--- src/rtl/cmd_issue_sched.sv ---
// Credit-gated round-robin issue scheduler feeding one registered command slot.
// Optional sticky protocol check on responses: CMD_ISSUE_SCHED_ERR_CHECK_EN.
module cmd_issue_sched #(
    parameter int NUM_CLUSTERS    = 4,
    parameter int CMD_W           = 64,
    parameter int MAX_OUTSTANDING = 4,
    parameter int GLOBAL_CREDITS  = 8,
    parameter int CID_W           = $clog2(NUM_CLUSTERS)
) (
    input  logic                        clk_i,
    input  logic                        rst_i,
    input  logic [NUM_CLUSTERS-1:0]     req_valid_i,
    output logic [NUM_CLUSTERS-1:0]     req_ready_o,
    input  logic [NUM_CLUSTERS*CMD_W-1:0] req_cmd_i,
    output logic                        intf_valid_o,
    input  logic                        intf_ready_i,
    output logic [CMD_W-1:0]            intf_cmd_o,
    output logic [CID_W-1:0]            intf_src_o,
    input  logic                        resp_valid_i,
    input  logic [CID_W-1:0]            resp_src_i,
    output logic [NUM_CLUSTERS*$clog2(MAX_OUTSTANDING+1)-1:0] outstanding_o,
    output logic                        idle_o,
    output logic                        err_o
);

    localparam int CNT_W  = $clog2(MAX_OUTSTANDING + 1);
    localparam int GCNT_W = $clog2(GLOBAL_CREDITS + 1);

    typedef enum logic {
        ST_EMPTY,
        ST_FULL
    } state_t;

    state_t                               state_q;
    state_t                               state_d;
    logic [CID_W-1:0]                     ptr_q;
    logic [CID_W-1:0]                     ptr_d;
    logic [NUM_CLUSTERS-1:0][CNT_W-1:0]   cnt_q;
    logic [NUM_CLUSTERS-1:0][CNT_W-1:0]   cnt_d;
    logic [GCNT_W-1:0]                    gcnt_q;
    logic [GCNT_W-1:0]                    gcnt_d;
    logic [CMD_W-1:0]                     cmd_q;
    logic [CID_W-1:0]                     src_q;
    logic                                 idle_q;

    logic [NUM_CLUSTERS-1:0]              elig;
    logic [NUM_CLUSTERS-1:0]              inc;
    logic [NUM_CLUSTERS-1:0]              dec;
    logic                                 can_issue;
    logic                                 accept;
    logic                                 grant;
    logic [CID_W-1:0]                     gidx;
    logic [CMD_W-1:0]                     gcmd;

    // Slot can take a new command when empty or when it is draining this cycle
    always_comb begin
        accept    = (state_q == ST_FULL) && intf_ready_i;
        can_issue = !rst_i && ((state_q == ST_EMPTY) || intf_ready_i);
    end

    // Eligibility uses registered counts only, so same-cycle responses do not help
    always_comb begin
        elig = '0;
        for (int i = 0; i < NUM_CLUSTERS; i++) begin
            elig[i] = req_valid_i[i]
                   && (cnt_q[i] < CNT_W'(MAX_OUTSTANDING))
                   && (gcnt_q < GCNT_W'(GLOBAL_CREDITS));
        end
    end

    // Round-robin search starting at ptr, wrapping upward
    always_comb begin
        int idx;
        idx   = 0;
        grant = 1'b0;
        gidx  = '0;
        for (int off = 0; off < NUM_CLUSTERS; off++) begin
            idx = int'(ptr_q) + off;
            if (idx >= NUM_CLUSTERS) begin
                idx = idx - NUM_CLUSTERS;
            end
            for (int i = 0; i < NUM_CLUSTERS; i++) begin
                if (!grant && can_issue && (i == idx) && elig[i]) begin
                    grant = 1'b1;
                    gidx  = CID_W'(i);
                end
            end
        end
    end

    // One-hot ready for the winner and payload select
    always_comb begin
        req_ready_o = '0;
        gcmd        = '0;
        for (int i = 0; i < NUM_CLUSTERS; i++) begin
            if (grant && (gidx == CID_W'(i))) begin
                req_ready_o[i] = 1'b1;
                gcmd           = req_cmd_i[i*CMD_W +: CMD_W];
            end
        end
    end

    // Per-cluster credit bookkeeping; underflow and bad ids are ignored
    always_comb begin
        inc   = '0;
        dec   = '0;
        cnt_d = cnt_q;
        for (int i = 0; i < NUM_CLUSTERS; i++) begin
            inc[i] = grant && (gidx == CID_W'(i));
            dec[i] = resp_valid_i
                  && (resp_src_i == CID_W'(i))
                  && (cnt_q[i] != '0);
            if (inc[i] && !dec[i]) begin
                cnt_d[i] = cnt_q[i] + CNT_W'(1);
            end else if (dec[i] && !inc[i]) begin
                cnt_d[i] = cnt_q[i] - CNT_W'(1);
            end
        end
    end

    // Global credit count follows the same net-zero rule
    always_comb begin
        gcnt_d = gcnt_q;
        if ((|inc) && !(|dec)) begin
            gcnt_d = gcnt_q + GCNT_W'(1);
        end else if ((|dec) && !(|inc) && (gcnt_q != '0)) begin
            gcnt_d = gcnt_q - GCNT_W'(1);
        end
    end

    // Output stage next state and arbitration pointer advance
    always_comb begin
        state_d = state_q;
        ptr_d   = ptr_q;
        case (state_q)
            ST_EMPTY: begin
                if (grant) begin
                    state_d = ST_FULL;
                end
            end
            ST_FULL: begin
                if (grant) begin
                    state_d = ST_FULL;
                end else if (accept) begin
                    state_d = ST_EMPTY;
                end
            end
            default: state_d = ST_EMPTY;
        endcase
        if (grant) begin
            if (gidx == CID_W'(NUM_CLUSTERS - 1)) begin
                ptr_d = '0;
            end else begin
                ptr_d = gidx + CID_W'(1);
            end
        end
    end

    // State, pointer and counter registers
    always_ff @(posedge clk_i or posedge rst_i) begin
        if (rst_i) begin
            state_q <= ST_EMPTY;
            ptr_q   <= '0;
            cnt_q   <= '0;
            gcnt_q  <= '0;
            idle_q  <= 1'b1;
        end else begin
            state_q <= state_d;
            ptr_q   <= ptr_d;
            cnt_q   <= cnt_d;
            gcnt_q  <= gcnt_d;
            idle_q  <= (state_d == ST_EMPTY) && !(|cnt_d);
        end
    end

    // Command slot loads only on grant so it holds during back-pressure
    always_ff @(posedge clk_i or posedge rst_i) begin
        if (rst_i) begin
            cmd_q <= '0;
            src_q <= '0;
        end else if (grant) begin
            cmd_q <= gcmd;
            src_q <= gidx;
        end
    end

    assign intf_valid_o  = (state_q == ST_FULL);
    assign intf_cmd_o    = cmd_q;
    assign intf_src_o    = src_q;
    assign outstanding_o = cnt_q;
    assign idle_o        = idle_q;

`ifdef CMD_ISSUE_SCHED_ERR_CHECK_EN
    logic err_q;
    logic bad_resp;

    // A response that retires nothing is an underflow or an unknown id
    always_comb begin
        bad_resp = resp_valid_i && !(|dec);
    end

    // Sticky error flag cleared only by reset
    always_ff @(posedge clk_i or posedge rst_i) begin
        if (rst_i) begin
            err_q <= 1'b0;
        end else if (bad_resp) begin
            err_q <= 1'b1;
        end
    end

    assign err_o = err_q;
`else
    assign err_o = 1'b0;
`endif

endmodule

--- config.mk ---
export PLATFORM = sky130hd
export DESIGN_NAME = cmd_issue_sched
export DESIGN_NICKNAME = d
export VERILOG_FILES = /design/src/rtl/cmd_issue_sched.sv
export SDC_FILE = /design/constraint.sdc
export NUM_CORES = 1
export LEC_CHECK = 0
export CAP_MARGIN = 10
export CORE_UTILIZATION = 26
export CTS_BUF_LIST = sky130_fd_sc_hd__clkbuf_16
export DETAILED_ROUTE_END_ITERATION = 12
export GPL_TIMING_DRIVEN = 0
export SYNTH_ARGS = -nofsm -noshare
export SYNTH_HDL_FRONTEND = slang
export SYNTH_SLANG_ARGS = --single-unit
export TNS_END_PERCENT = 100
--- constraint.sdc ---
create_clock -name clk_i -period 5.9 [get_ports clk_i]
set_input_delay 0.59 -clock clk_i [delete_from_list [all_inputs] [get_ports clk_i]]
set_output_delay 0.59 -clock clk_i [all_outputs]
set_load 0.05 [all_outputs]
==> flow_summary_export.csv <==
group,metric,value,unit
status,status,"complete, no violations",
worst_setup_path,timing.rr.start,"outstanding_o[2]",
worst_hold_path,hold_class,"reg -> reg",
worst_setup_path,crit_start,"req_valid_i[0]",
worst_setup_path,r2r_setup_slack,1.03,ns
die,core_area,21900,um^2
synthesis,syn_area,5830,um^2
place,place_area,9720,um^2
final_layout,drive_above_1_share,0.0389,
die,ioPinCount,351,
worst_setup_path,critPathKind,"in -> out",
sta,tightest_slew,0.900,ns
worst_setup_path,r2r_end,"intf_cmd_o[50]",
synthesis,synth.avg_cell_area,8.15,um^2
worst_setup_path,worstSetupEndpointType,"output pin",
sta,rsz0062_at_grt,"no",
worst_setup_path,path_max_fanout,17,
final_layout,design_area,10000,um^2
clocking,cts_setup_buffers,0,
die,start_util,0.267,
power_and_ir_drop,leakage,3.85,nW
clocking,clock_sinks,86,
clocking,clockRootBuffer,"clkbuf_16",
drt,dr.pass1.iters,5,
sta,max_freq,185,MHz
synthesis,synth_cell_types,62,
worst_setup_path,critPathCapture,"req_ready_o[2]",
sta,skew,0.0121,ns
synthesis,synth_nets,1001,
drt,first_iter_violations,473,
clocking,clkLatencyLatePin,0.34,ns
synthesis,yosys.area.top_type,"dfrtp_1",
place,gp_congestion,0.941,
sta,slew_headroom,0.399,
synthesis,synthCells,716,
sta,slew_viol_final,0,
power_and_ir_drop,power.density,492,nW/um^2
synthesis,ys_ff_latch,86,
power_and_ir_drop,power.total,4.94,mW
sta,finalHoldViolCount,0,
synthesis,yosys_warnings,0,
final_layout,fin_nets,1361,
global_routing,grt_pass1_wl,42100,um
final_layout,area_delta_synth_final,71.9,%
run,drv_cap,0,
worst_setup_path,start_kind,"input port",
sta,timing.final.crit_share,0.916,
drt,ant_nets,0,
die,die_w,152,um
die,fp.dieH,152,um
clocking,ctsLongestPathBuffers,2,
die,num_rows,54,
place,dp.final_hpwl,22000,um
sta,setup_viol,0,
die,die_area,23000,um^2
drt,drc_errors,0,
global_routing,track_usage,0.238,
worst_setup_path,r2r_cells,16,
global_routing,grt_max_degree,48,
drt,wirelength,27800,um
synthesis,yosys-top-cells-area,"dfrtp_1 (36%), a221oi_1 (8.6%), a21oi_1 (5.7%)",
global_routing,grt_pass1_vias,6999,
clocking,clkTransAtPathRegs,0.06,ns
synthesis,yosysSeqAreaShare,0.369,
place,io_buffers,349,
drt,num_vias,7057,
sta,min_period,5.40,ns
synthesis,async_reset_ff_frac,1.00,
synthesis,synthFlopType,"dfrtp_1",
synthesis,synth_edf_count,0,
clocking,cts_tree,"yes",
synthesis,yosys.area.top_type_share,0.365,
global_routing,antenna_found_initial,0,
power_and_ir_drop,ir_worst_vdd,0.000212,V
final_layout,diodes,0,
global_routing,grt-ovfl-total,0,
clocking,h-tree-depth,3,
drt,wl_per_cell,20.5,um
final_layout,final_util,0.458,
drt,vias_per_cell,5.19,
clocking,cts_buffers,9,
worst_setup_path,cp_data_required_time,5.31,ns
worst_setup_path,arrival,4.81,ns
## cell type report
type | count | area, um^2
multi-input combinational | 547 | 3350
fill | 2251 | 11900
tap | 280 | 350
clock buffer | 9 | 225
buffer | 61 | 256
sequential | 86 | 2150
inverter | 21 | 81.3
timing repair buffer | 350 | 3520
clock inverter | 7 | 90.1
## metal layers
metal | wire length [um] | GRT usage | vias to the layer above
met3 | 1510 | 0.0416 | 36
met5 | 0 | 0 | -
met2 | 13600 | 0.401 | 280
li1 | - | - | 3368
met4 | 578 | 0.0743 | 0
met1 | 12200 | 0.309 | 3373
## critical path: stages
cell             delay [ns]
clkdlybuf4s50_1        0.48
or3b_1                 0.35
a211o_1                0.31
a311o_1                0.34
buf_6                  0.18
nor2_1                 0.12
o21ai_0                0.09
nand3_1                0.11
o41a_1                 0.30
ha_1                   0.46
o311ai_2               0.40
inv_2                  0.47
dlygate4sd2_1          0.58
## repair_timing
action / CTS / global route
hold endpoints to repair: 0 / 0
endpoints found under the setup margin: 2 / 2
hold buffers: 0 / 0
resized for setup: 2 / 1
## cell usage in the layout, fill, tap and decap left out, types with 3 or more instances in the layout
| master | count |
|---|---|
| a22oi_1 | 13 |
| dfrtp_1 | 85 |
| or3_1 | 3 |
| nand2_1 | 83 |
| nor2b_1 | 18 |
| xnor2_1 | 11 |
| o221ai_1 | 9 |
| mux2i_1 | 3 |
| o22ai_1 | 4 |
| clkdlybuf4s50_1 | 347 |
| buf_2 | 12 |
| nor2_1 | 55 |
| nand2b_1 | 5 |
| ha_1 | 18 |
| a21o_1 | 4 |
| a21oi_1 | 67 |
| and3_1 | 11 |
| buf_1 | 5 |
| nor3_1 | 56 |
| o21ai_0 | 48 |
| a211o_1 | 4 |
| inv_1 | 20 |
| nand3_1 | 6 |
| o211ai_1 | 5 |
| maj3_1 | 3 |
| clkbuf_16 | 9 |
| o21ai_1 | 25 |
| a221oi_1 | 57 |
| clkbuf_1 | 41 |
## state kept, by name (all words and copies together), names as in the netlist
name / cells
gcnt_q: 4
idle_o: 1
intf_cmd_o: 64
intf_src_o: 2
intf_valid_o: 1
outstanding_o: 12
ptr_q: 2
## power by group
group	internal (mW)	switching (mW)	total (mW)	leakage [nW]
clock	0.369	0.253	0.623	0.158
sequential	0.864	0.201	1.07	1.13
combinational	1.16	2.09	3.25	2.56
## cells by family (layout without fill, tap and decap cells)
family,count (synthesis),count (layout),share of synthesized area
fa+ha+maj,22,22,0.0472
simple gates,252,252,0.202
flops,86,86,0.369
other cells,1,1,0.000643
compound gates,254,254,0.294
buf+inv,83,448,0.0579
xor+xnor,13,13,0.0195
mux,5,5,0.00965
## how the worst min path moves through the flow
stage                   start             end  slack [ns]  cells after the start
2_1_floorplan       gcnt_q[0]       gcnt_q[0]        0.54                      1
3_3_place_gp   intf_cmd_o[31]  intf_cmd_o[31]        0.46                      2
3_5_place_dp   intf_cmd_o[49]  intf_cmd_o[49]        0.47                      2
4_1_cts        intf_cmd_o[49]  intf_cmd_o[49]        0.49                      2
5_1_grt        intf_cmd_o[57]  intf_cmd_o[57]        0.50                      2
6_report        intf_cmd_o[4]   intf_cmd_o[4]        0.48                      2
## through the flow
stage	setup WS (ns)	cells	setup TNS (ns)	hold slack, ns
floorplan	1.83	716	0	0.537
global placement	-0.265	1345	-0.265	0.462
detailed placement	-0.109	1346	-0.141	0.470
CTS	0.199	1362	0	0.486
global route	0.237	1361	0	0.501
finish	0.496	1361	0	0.479
## synthesized netlist by cell type (all sizes together) (2+ instances only)
library cell	count
a21oi	67
a311oi	2
clkbuf	43
nand2b	5
ha	18
o2111ai	2
dfrtp	85
a211o	4
nor3b	2
inv	21
xor2	2
or3	3
o221ai	9
nor3	56
a31oi	3
mux2	2
a211oi	2
nand2	83
a21o	4
o22ai	4
maj3	3
buf	19
mux2i	3
nor2	55
and3	11
or3b	3
a22oi	13
nand4	2
nor4b	2
o21ai	73
nor2b	18
xnor2	11
nand3	6
o211ai	5
nor4	2
a311o	2
a221oi	57
No activity file was read; power rests on OpenSTA's default activity.
